$ cat src/rtl/irq_request_ctrl_if.sv
// irq_request_ctrl bus: raw requests, masks and PC handshake.
// The master side is the board/PC, the slave side is the controller.
interface irq_request_ctrl_if #(
    parameter int CNT_W = 8
);
    logic [2:0]       key_in;
    logic [2:0]       mask;
    logic             interrupt1_running;
    logic             interrupt2_running;
    logic             interrupt3_running;
    logic             interrupt1_done;
    logic             interrupt2_done;
    logic             interrupt3_done;
    logic             interrupt1;
    logic             interrupt2;
    logic             interrupt3;
    logic [2:0]       pending;
    logic [2:0]       queued;
    logic [2:0]       drop_flag;
    logic [CNT_W-1:0] svc_cnt1;
    logic [CNT_W-1:0] svc_cnt2;
    logic [CNT_W-1:0] svc_cnt3;

    modport master (
        output key_in, mask,
        output interrupt1_running, interrupt2_running, interrupt3_running,
        output interrupt1_done, interrupt2_done, interrupt3_done,
        input  interrupt1, interrupt2, interrupt3,
        input  pending, queued, drop_flag,
        input  svc_cnt1, svc_cnt2, svc_cnt3
    );

    modport slave (
        input  key_in, mask,
        input  interrupt1_running, interrupt2_running, interrupt3_running,
        input  interrupt1_done, interrupt2_done, interrupt3_done,
        output interrupt1, interrupt2, interrupt3,
        output pending, queued, drop_flag,
        output svc_cnt1, svc_cnt2, svc_cnt3
    );
endinterface

$ cat src/rtl/irq_request_ctrl.sv
// Three-level interrupt request front end: sync, edge detect,
// per-level request/service FSM with one-deep re-request queue.
module irq_request_ctrl #(
    parameter int SYNC_STAGES = 2,
    parameter int CNT_W       = 8
) (
    input logic              clk,
    input logic              clr,
    irq_request_ctrl_if.slave bus
);
    typedef enum logic [1:0] {
        S_IDLE,
        S_PEND,
        S_ACT
    } state_e;

    localparam logic [2:0] FILL_MAX = 3'(SYNC_STAGES + 1);

    logic [2:0] sync_q [SYNC_STAGES];
    logic [2:0] hist_q;
    logic [2:0] rise_q;
    logic [2:0] fill_q;
    logic [2:0] fill_d;
    logic       fill_done;

    state_e           state_q [3];
    logic [2:0]       irq_q;
    logic [2:0]       queued_q;
    logic [2:0]       drop_q;
    logic [CNT_W-1:0] cnt_q [3];

    logic [2:0] run;
    logic [2:0] done;

    assign run  = {bus.interrupt3_running, bus.interrupt2_running,
                   bus.interrupt1_running};
    assign done = {bus.interrupt3_done, bus.interrupt2_done,
                   bus.interrupt1_done};

    // History is only trusted once the pipeline holds real post-reset
    // samples, so a key held through reset release cannot fake an edge.
    assign fill_done = (fill_q == FILL_MAX);
    assign fill_d    = fill_done ? fill_q : fill_q + 3'd1;

    // Synchroniser chain, history flop and registered rise pulse.
    always_ff @(posedge clk or posedge clr) begin
        if (clr) begin
            for (int i = 0; i < SYNC_STAGES; i++) begin
                sync_q[i] <= '0;
            end
            hist_q <= '0;
            rise_q <= '0;
            fill_q <= '0;
        end else begin
            sync_q[0] <= bus.key_in;
            for (int i = 1; i < SYNC_STAGES; i++) begin
                sync_q[i] <= sync_q[i-1];
            end
            hist_q <= sync_q[SYNC_STAGES-1];
            rise_q <= fill_done ? (sync_q[SYNC_STAGES-1] & ~hist_q) : '0;
            fill_q <= fill_d;
        end
    end

    // Per-level request FSM with registered request, queue, drop, count.
    always_ff @(posedge clk or posedge clr) begin
        if (clr) begin
            for (int n = 0; n < 3; n++) begin
                state_q[n] <= S_IDLE;
                cnt_q[n]   <= '0;
            end
            irq_q    <= '0;
            queued_q <= '0;
            drop_q   <= '0;
        end else begin
            for (int n = 0; n < 3; n++) begin
                unique case (state_q[n])
                    S_IDLE: begin
                        if (rise_q[n] && bus.mask[n]) begin
                            state_q[n] <= S_PEND;
                            irq_q[n]   <= 1'b1;
                        end
                    end
                    S_PEND: begin
                        if (!bus.mask[n]) begin
                            state_q[n] <= S_IDLE;
                            irq_q[n]   <= 1'b0;
                        end else if (run[n]) begin
                            state_q[n] <= S_ACT;
                            irq_q[n]   <= 1'b0;
                        end
                    end
                    S_ACT: begin
                        // A rise lands before done; a second one is lost.
                        if (rise_q[n] && queued_q[n]) begin
                            drop_q[n] <= 1'b1;
                        end
                        if (done[n]) begin
                            cnt_q[n]    <= cnt_q[n] + CNT_W'(1);
                            queued_q[n] <= 1'b0;
                            if (queued_q[n] || rise_q[n]) begin
                                state_q[n] <= S_PEND;
                                irq_q[n]   <= 1'b1;
                            end else begin
                                state_q[n] <= S_IDLE;
                            end
                        end else if (rise_q[n]) begin
                            queued_q[n] <= 1'b1;
                        end
                    end
                    default: begin
                        state_q[n] <= S_IDLE;
                        irq_q[n]   <= 1'b0;
                    end
                endcase
            end
        end
    end

    assign bus.interrupt1 = irq_q[0];
    assign bus.interrupt2 = irq_q[1];
    assign bus.interrupt3 = irq_q[2];
    assign bus.pending    = irq_q;
    assign bus.queued     = queued_q;
    assign bus.drop_flag  = drop_q;
    assign bus.svc_cnt1   = cnt_q[0];
    assign bus.svc_cnt2   = cnt_q[1];
    assign bus.svc_cnt3   = cnt_q[2];
endmodule

$ cat src/flat_wrapper.sv
// flat-port wrapper written by rule: the top's interface ports become plain ports
module irq_request_ctrl_flat 
#(
    parameter int SYNC_STAGES = 2,
    parameter int CNT_W       = 8
)
  (clk, clr, bus_key_in, bus_mask, bus_interrupt1_running, bus_interrupt2_running, bus_interrupt3_running, bus_interrupt1_done, bus_interrupt2_done, bus_interrupt3_done, bus_interrupt1, bus_interrupt2, bus_interrupt3, bus_pending, bus_queued, bus_drop_flag, bus_svc_cnt1, bus_svc_cnt2, bus_svc_cnt3);
  irq_request_ctrl_if #(.CNT_W(CNT_W)) bus_i ();
  input logic clk;
  input logic clr;
  input wire logic [$bits(bus_i.key_in)-1:0] bus_key_in;
  input wire logic [$bits(bus_i.mask)-1:0] bus_mask;
  input wire logic [$bits(bus_i.interrupt1_running)-1:0] bus_interrupt1_running;
  input wire logic [$bits(bus_i.interrupt2_running)-1:0] bus_interrupt2_running;
  input wire logic [$bits(bus_i.interrupt3_running)-1:0] bus_interrupt3_running;
  input wire logic [$bits(bus_i.interrupt1_done)-1:0] bus_interrupt1_done;
  input wire logic [$bits(bus_i.interrupt2_done)-1:0] bus_interrupt2_done;
  input wire logic [$bits(bus_i.interrupt3_done)-1:0] bus_interrupt3_done;
  output wire logic [$bits(bus_i.interrupt1)-1:0] bus_interrupt1;
  output wire logic [$bits(bus_i.interrupt2)-1:0] bus_interrupt2;
  output wire logic [$bits(bus_i.interrupt3)-1:0] bus_interrupt3;
  output wire logic [$bits(bus_i.pending)-1:0] bus_pending;
  output wire logic [$bits(bus_i.queued)-1:0] bus_queued;
  output wire logic [$bits(bus_i.drop_flag)-1:0] bus_drop_flag;
  output wire logic [$bits(bus_i.svc_cnt1)-1:0] bus_svc_cnt1;
  output wire logic [$bits(bus_i.svc_cnt2)-1:0] bus_svc_cnt2;
  output wire logic [$bits(bus_i.svc_cnt3)-1:0] bus_svc_cnt3;
  assign bus_i.key_in = bus_key_in;
  assign bus_i.mask = bus_mask;
  assign bus_i.interrupt1_running = bus_interrupt1_running;
  assign bus_i.interrupt2_running = bus_interrupt2_running;
  assign bus_i.interrupt3_running = bus_interrupt3_running;
  assign bus_i.interrupt1_done = bus_interrupt1_done;
  assign bus_i.interrupt2_done = bus_interrupt2_done;
  assign bus_i.interrupt3_done = bus_interrupt3_done;
  assign bus_interrupt1 = bus_i.interrupt1;
  assign bus_interrupt2 = bus_i.interrupt2;
  assign bus_interrupt3 = bus_i.interrupt3;
  assign bus_pending = bus_i.pending;
  assign bus_queued = bus_i.queued;
  assign bus_drop_flag = bus_i.drop_flag;
  assign bus_svc_cnt1 = bus_i.svc_cnt1;
  assign bus_svc_cnt2 = bus_i.svc_cnt2;
  assign bus_svc_cnt3 = bus_i.svc_cnt3;
  irq_request_ctrl #(.SYNC_STAGES(SYNC_STAGES), .CNT_W(CNT_W)) u_core (.clk(clk), .clr(clr), .bus(bus_i));
endmodule
$ cat config.mk
export PLATFORM = sky130hd
export DESIGN_NAME = irq_request_ctrl_flat
export DESIGN_NICKNAME = d
export VERILOG_FILES = /design/src/rtl/irq_request_ctrl_if.sv /design/src/rtl/irq_request_ctrl.sv /design/src/flat_wrapper.sv
export SDC_FILE = /design/constraint.sdc
export NUM_CORES = 1
export LEC_CHECK = 0
export CORE_MARGIN = 2
export CORE_UTILIZATION = 33
export DETAILED_ROUTE_END_ITERATION = 10
export PLACE_DENSITY_LB_ADDON = 0.2
export REMOVE_ABC_BUFFERS = 1
export SLEW_MARGIN = 20
export SYNTH_ARGS = -nofsm -noshare
export SYNTH_HDL_FRONTEND = slang
export SYNTH_SLANG_ARGS = --single-unit
$ cat constraint.sdc
create_clock -name clk -period 1.55 [get_ports clk]
set_clock_uncertainty 0.05 [all_clocks]
set_input_delay 0.31 -clock clk [delete_from_list [all_inputs] [get_ports clk]]
set_output_delay 0.31 -clock clk [all_outputs]
set_load 0.05 [all_outputs]
; Word-level counts from Yosys, hierarchy flattened
; Index checks and enable logic that the tools add are counted.
[totals]
reg_bits = 54
inputBits = 14
output_inout_bits = 36
wordCells = 118
[op_classes]
add_sub_neg = 4
n_eq_ne = 19
n_mux = 43
bitwise = 2
n_reduce_logical = 30
[op_table]
columns = op, count
row1 = adder 8 x 1 -> 8 bit (second input constant), 3
row2 = two-way mux 1 bit, 24
row3 = two-way mux 2 bit, 12
row4 = one-hot mux 2 bit (3 select lines), 3
row5 = AND reduction 2 bit, 9
row6 = != test 2 x 1 -> 1 bit (second input constant), 6
row7 = AND reduction 4 bit, 3
row8 = != test 3 bit (second input constant), 3
row9 = one-hot mux 1 bit (3 select lines), 3
row10 = AND reduction 3 bit, 3
row11 = equality test 2 x 1 -> 1 bit (second input constant), 3
row12 = equality test 2 bit (second input constant), 3
row13 = logical AND 1 bit, 6
row14 = logical NOT 2 bit, 3
row15 = != test 2 bit (second input constant), 3
row16 = nonzero test 2 bit, 3
row17 = adder 3 x 1 -> 3 bit (second input constant), 1
row18 = bitwise AND 3 bit, 1
row19 = equality test 3 x 2 -> 1 bit (second input constant), 1
row20 = logical OR 1 bit, 3
row21 = two-way mux 3 bit, 1
row22 = NOT 3 bit, 1

; Logic depth before layout (Yosys ltp)
; Gate-level depths: netlist of run 1.
[logic_depth]
depth_word = 4
depth_mapped = 4
depth_no_buf = 4

; Worst setup path after synthesis of run 1
; Ideal clock, no wire load.
[synth_timing]
path_kind = flip-flop to flip-flop
start = register u_core.cnt_q, in the netlist u_core.bus.svc_cnt3[0]
end = register u_core.cnt_q, in the netlist u_core.bus.svc_cnt3[6]
setup_ps = 82
arrival_time_ps = 1312
required_ps = 1418
path_slack_ps = 106
path_stages_with_launch = 5
n_path_buf = 0
synth_period_minus_slack_ps = 1444
path_cell_list = dfrtp_1 ha_1 nand2_1 nor3_1 xor2_1
[synth_via]
elab_chain_len = 1
[synth_rtl]
columns = element, line_no
row1 = from (decl), irq_request_ctrl.sv:30  ; logic [CNT_W-1:0] cnt_q [3];
row2 = "from (signal, indexed assignment)", irq_request_ctrl.sv:99  ; cnt_q[n] <= cnt_q[n] + CNT_W'(1);
row3 = adder 8 x 1 -> 8 bit, irq_request_ctrl.sv:99
; Every way passes these cells.
; A chain may end at the register's enable or synchronous reset.

; Worst setup path after layout of run 1
[layout_timing]
start = register u_core.state_q[1] (netlist bit)
end = register u_core.irq_q[2], in the netlist u_core.bus.pending[2]
[layout_via]
elab_chain_len = 3
word_cells_on_any_way = 9
classes_between = eq/ne (6) / mux (1) / reduce/logical (2)
[layout_rtl]
columns = element, line_no
row1 = from (decl), irq_request_ctrl.sv:26  ; state_e state_q [3];
row2 = "from (signal, indexed assignment)", irq_request_ctrl.sv:69  ; state_q[n] <= S_IDLE;
row3 = "from (signal, indexed assignment)", irq_request_ctrl.sv:80  ; state_q[n] <= S_PEND;
row4 = "from (signal, indexed assignment)", irq_request_ctrl.sv:86  ; state_q[n] <= S_IDLE;
row5 = equality test 2 x 1 -> 1 bit (tied with other cells), irq_request_ctrl.sv:77  ; unique case (state_q[n])
row6 = != test 3 bit (no line) (tied with other cells), --
row7 = AND reduction 4 bit (no line), --
row8 = "to (signal, indexed assignment)", irq_request_ctrl.sv:81  ; irq_q[n] <= 1'b1;
row9 = "to (signal, indexed assignment)", irq_request_ctrl.sv:87  ; irq_q[n] <= 1'b0;
row10 = "to (signal, indexed assignment)", irq_request_ctrl.sv:90  ; irq_q[n] <= 1'b0;
row11 = to (decl), irq_request_ctrl.sv:27  ; logic [2:0] irq_q;
; Several ways; a longest one is shown, not always the timed one.

==> results of run 1 <==
## flip-flops by register name, indices dropped and copies added, names as in the netlist
name	flops
u_core.bus.drop_flag	3
u_core.bus.pending	3
u_core.bus.queued	3
u_core.bus.svc_cnt1	8
u_core.bus.svc_cnt2	8
u_core.bus.svc_cnt3	8
u_core.fill_q	3
u_core.hist_q	3
u_core.rise_q	3
u_core.state_q	6
u_core.sync_q	6
## per-layer routing
metal	track usage	vias to the layer above	wire (um)
met5	0	-	0
met4	0.0469	0	55
met3	0.0267	4	147
met2	0.197	28	2040
met1	0.164	756	1940
li1	-	742	-
## cell families after synthesis
logic type      after synthesis  synth area share
compound gates               23            0.0730
flops                        54             0.602
xor+xnor                     22            0.0858
simple gates                 61             0.162
fa+ha+maj                     5            0.0279
buf+inv                      12            0.0301
mux                           4            0.0195
## worst paths after layout
check | from | end | slack (ps)
worst max-delay path | u_core.state_q[1] | u_core.bus.pending[2] | 170
min in group clk | u_core.sync_q[4] | u_core.sync_q[1] | 300
max in group asynchronous | clr | u_core.bus.svc_cnt1[2] | 940
worst min-delay path | clr | u_core.state_q[3] | 300
worst min register to register | u_core.sync_q[4] | u_core.sync_q[1] | 300
worst max register to register | u_core.state_q[1] | u_core.bus.pending[2] | 170
## worst max-delay path, cell delays in order (launching register included)
cell and delay, ps:
dfrtp_1 490, mux2_2 370, a32oi_1 210, o21ai_0 130
## placed cells by master, fill, tap and decap left out, drive strengths merged, types with 4 or more instances in the layout
master | Yosys | routed
a31o | 4 | 4
a21oi | 5 | 5
buf | 5 | 43
o21ai | 5 | 5
nand2 | 15 | 15
dfrtp | 54 | 54
and3b | 6 | 6
clkbuf | 0 | 7
nor2 | 7 | 7
inv | 7 | 7
nor3 | 7 | 7
nand4 | 9 | 9
xor2 | 10 | 10
nand3 | 4 | 4
ha | 5 | 5
clkdlybuf4s50 | 0 | 13
xnor2 | 12 | 12
## final cells by class
type,count,area [um^2]
clock buffer,7,86.3
inverter,7,26.3
timing repair buffer,56,916
fill,590,3370
tap,80,100
multi-input combinational,115,826
clock inverter,1,5.00
sequential,54,1350
## through the flow
stage / cells / area (um^2) / setup WS, ps / utilization
after floorplan: 176 / 2200 / -125 / -
after global placement: 312 / 3220 / -88.6 / 0.482
after detailed placement: 312 / 3220 / -111 / 0.482
after CTS: 320 / 3310 / 171 / 0.496
after global routing: 320 / 3310 / 84.1 / 0.496
final: 320 / 3310 / 174 / 0.496
## where the power goes
group	internal [mW]	total, mW	switching [mW]
logic	1.15	2.33	1.18
clock network	0.361	0.791	0.430
registers	1.66	2.08	0.420
total	3.17	5.20	2.03
==> flow_metrics.env, run 1 <==
export IMPL_ys_seq_elements=54
export IMPL_core_area_um2=6680
export IMPL_ctsRootBufferMaster="clkbuf_8"
export IMPL_area_growth_pct=47.5
export IMPL_finalWeightedCongestion=0.717
export IMPL_synth_edff_count=0
export IMPL_syn_cell_area_um2=2240
export IMPL_setup_violations_final=0
export IMPL_crit_path_end_kind="flop"
export IMPL_worst_setup_path_start_kind="flop"
export IMPL_max_freq_mhz=727
export IMPL_place_hpwl_mm=3.09
export IMPL_synth_top_flop_cell="dfrtp_1"
export IMPL_ys_warnings_count=0
export IMPL_async_flop_share=1.00
export IMPL_cts_resized=0
export IMPL_post_cts_buffers=0
export IMPL_track_usage=0.123
export IMPL_slew_viol_final=0
export IMPL_worst_ep_required_time_ps=1680
export IMPL_clk_pin_slew_ps=100
export IMPL_drt_iter0_drc=56
export IMPL_ys_top_cells_by_count="54 x dfrtp_1, 15 x nand2_1, 12 x xnor2_1"
export IMPL_grt_first_pass_wirelength_mm=7.22
export IMPL_ys_types=36
export IMPL_fp_row_count=30
export IMPL_finalWirelength_mm=4.18
export IMPL_detail_route_antenna_nets=0
export IMPL_peakVddDrop_mv=0.677
export IMPL_timing_final_crit_share=0.888
export IMPL_arrival_ps=1500
export IMPL_synth_top_area_frac=0.602
export IMPL_synth_top_cell_by_area="dfrtp_1"
export IMPL_clock_sinks=54
export IMPL_fin_tns_setup_ps=0
export IMPL_finalHoldViolCount=0
export IMPL_io_pins=50
export IMPL_grt_max_degree=40
export IMPL_cellLeakagePower_nw=1.53
export IMPL_htree_num_levels=2
export IMPL_tightest_slew_ps=270
export IMPL_antenna_found_initial=0
export IMPL_finalPower_mw=5.20
export IMPL_relSlewSlack=0.820
export IMPL_cts_tree="built"
export IMPL_synthTopCellsByArea="dfrtp_1 60%, xnor2_1 4.7%, xor2_1 3.9%, ha_1 2.8%, nand2_1 2.5%"
export IMPL_clockBufferDepth=2
export IMPL_die_area_um2=7480
export IMPL_syn_area_per_cell_um2=12.4
export IMPL_initial_core_util=0.336
export IMPL_grt_pass1_vias=1562
export IMPL_io_buffers=49
export IMPL_status="finished, final reports clean"
export IMPL_routedWlPerCell_um=13.0
export IMPL_ctsHoldBuffers=0
export IMPL_drtPass1Iterations=4
export IMPL_path_class="reg -> reg"
export IMPL_netlist_instances=181
export IMPL_viasPerCell=4.78
export IMPL_gr_total_overflow=0
export IMPL_cp_max_fo=8
export IMPL_cap_violations=0
export IMPL_drc=0
export IMPL_clk_latency_ps=300
export IMPL_hold_path_class="in -> async"
export IMPL_cts_buffers=5
export IMPL_rsz0062_at_grt="no"
export IMPL_p_per_area_nw_per_um2=1570
export IMPL_num_vias=1530
export IMPL_synth_seq_area_share=0.602
export IMPL_drive_gt1_frac=0.263
export IMPL_num_nets_final=258
export IMPL_die_w_um=86.5
export IMPL_holdWs_ps=298
export IMPL_antenna_cells=0
export IMPL_die_y_um=86.5
export IMPL_reg2reg_depth=3
export IMPL_period_needed_ps=1380
export IMPL_post_synth_top_count_cell="dfrtp_1"
Power figures use the tool's default switching activity.
==> run 2, diff against run 1 <==
--- a/config.mk
+++ b/config.mk
@@ -9,7 +9,6 @@
 export CORE_UTILIZATION = 33
 export DETAILED_ROUTE_END_ITERATION = 10
 export PLACE_DENSITY_LB_ADDON = 0.2
-export REMOVE_ABC_BUFFERS = 1
 export SLEW_MARGIN = 20
 export SYNTH_ARGS = -nofsm -noshare
 export SYNTH_HDL_FRONTEND = slang
==> flow_metrics.env, run 2 (synthesized netlist as in run 1, its figures left out) <==
export IMPL_p_sw_mw=2.01
export IMPL_status="finished, final reports clean"
export IMPL_drtPass1Iterations=4
export IMPL_die_y_um=86.5
export IMPL_drive_gt1_frac=0.264
export IMPL_gr_total_overflow=0
export IMPL_arrival_ps=990
export IMPL_fin_tns_setup_ps=0
export IMPL_cp_max_fo=5
export IMPL_p_clk_frac=0.167
export IMPL_grt_first_pass_wirelength_mm=6.78
export IMPL_path_cells="buf_12"
export IMPL_comb_power_share=0.439
export IMPL_clock_sinks=54
export IMPL_drt_iter0_drc=81
export IMPL_io_pins=50
export IMPL_io_buffers=49
export IMPL_timing_rr_start="u_core.fill_q[0]"
export IMPL_initial_core_util=0.336
export IMPL_crit_buf_inv=1
export IMPL_worst_ep_required_time_ps=1190
export IMPL_place_hpwl_mm=2.86
export IMPL_ctsRootBufferMaster="clkbuf_8"
export IMPL_rsz0062_at_grt="no"
export IMPL_post_cts_buffers=0
export IMPL_htree_num_levels=2
export IMPL_peakVddDrop_mv=0.774
export IMPL_timing_final_crit_share=0.873
export IMPL_finalWirelength_mm=3.91
export IMPL_period_needed_ps=1350
export IMPL_tightest_slew_ps=283
export IMPL_finalWeightedCongestion=0.797
export IMPL_p_int_mw=3.26
export IMPL_crit_path_end_kind="output pin"
export IMPL_finalPower_mw=5.27
export IMPL_die_w_um=86.5
export IMPL_slowest_stage="dfrtp_1"
export IMPL_hold_path_class="reg -> reg"
export IMPL_critPathTopFamily="flip-flops"
export IMPL_slew_viol_final=0
export IMPL_finalHoldViolCount=0
export IMPL_detail_route_antenna_nets=0
export IMPL_viasPerCell=4.79
export IMPL_cts_buffers=5
export IMPL_p_sw_frac=0.382
export IMPL_grt_pass1_vias=1484
export IMPL_clk_pin_slew_ps=90
export IMPL_die_area_um2=7480
export IMPL_fp_row_count=30
export IMPL_area_growth_pct=48.2
export IMPL_final_common_cell="dfrtp_1"
export IMPL_cellLeakagePower_nw=1.53
export IMPL_core_area_um2=6680
export IMPL_clk_latency_ps=300
export IMPL_drc=0
export IMPL_cap_violations=0
export IMPL_clockBufferDepth=2
export IMPL_antenna_found_initial=0
export IMPL_setup_violations_final=0
export IMPL_critPathMaxStageDelay_ps=510
export IMPL_path_class="reg -> out"
export IMPL_worst_setup_path_start_kind="flop"
export IMPL_num_vias=1528
export IMPL_routedWlPerCell_um=12.3
export IMPL_num_nets_final=257
export IMPL_relSlewSlack=0.811
export IMPL_p_per_area_nw_per_um2=1580
export IMPL_antenna_cells=0
export IMPL_n_fill_cell=596
export IMPL_max_freq_mhz=739
export IMPL_synth_nets=200
export IMPL_grt_max_degree=55
export IMPL_cts_resized=0
export IMPL_ctsHoldBuffers=0
export IMPL_most_common_layout_cells="54 x dfrtp_1, 37 x buf_12, 15 x nand2_1"
export IMPL_track_usage=0.117
export IMPL_critPathLaunch="u_core.bus.svc_cnt3[2]"
export IMPL_cts_tree="built"
export IMPL_hold_start="u_core.sync_q[3]"
export IMPL_p_seq_frac=0.394
-- run 2: final cells by class --
| cell class | count | area, um^2 | area share |
|---|---|---|---|
| multi-input cells | 115 | 826 | 0.248 |
| well taps | 80 | 100 | 0.0301 |
| flip-flops and latches | 54 | 1350 | 0.406 |
| clock buffers | 8 | 110 | 0.0331 |
| inverters | 7 | 30.0 | 0.00903 |
| repair buffers | 55 | 908 | 0.273 |
-- run 2: worst paths after layout --
| kind | slack, ps | cells after the start | end |
|---|---|---|---|
| max | 200 | 1 | bus_svc_cnt3[2] |
| max in group asynchronous | 850 | 3 | u_core.sync_q[0] |
| min in group asynchronous | 370 | 3 | u_core.sync_q[3] |
| max reg2reg | 220 | 3 | u_core.fill_q[1] |
| min | 300 | 0 | u_core.sync_q[0] |
| min reg2reg | 300 | 0 | u_core.sync_q[0] |
-- run 2: stage by stage --
step | cell area, um^2 | std cells | util | setup slack [ps] | hold slack, ps
final | 3330 | 319 | 0.498 | 196 | 305
after global routing | 3330 | 319 | 0.498 | 141 | 325
after CTS | 3330 | 319 | 0.498 | 178 | 309
after detailed placement | 3220 | 311 | 0.481 | -120 | 288
after global placement | 3220 | 311 | 0.481 | -92.8 | 284
after floorplan | 2250 | 181 | - | 106 | 281
-- run 2: metal layers --
| metal | wire (um) | vias up | GRT usage |
|---|---|---|---|
| met5 | 0 | - | 0 |
| met4 | 63 | 0 | 0.0554 |
| met3 | 138 | 6 | 0.0286 |
| met2 | 1920 | 28 | 0.185 |
| met1 | 1790 | 755 | 0.150 |
| li1 | - | 739 | - |
-- run 2: power groups by stage --
stage	Clock (mW)	Combinational, mW	Sequential, mW
3_3_place_gp	0	2.32	2.11
6_report	0.881	2.31	2.08
3_5_place_dp	0	2.33	2.11
2_1_floorplan	0	0.523	2.65
5_1_grt	0.972	2.42	2.13
4_1_cts	0.921	2.34	2.09
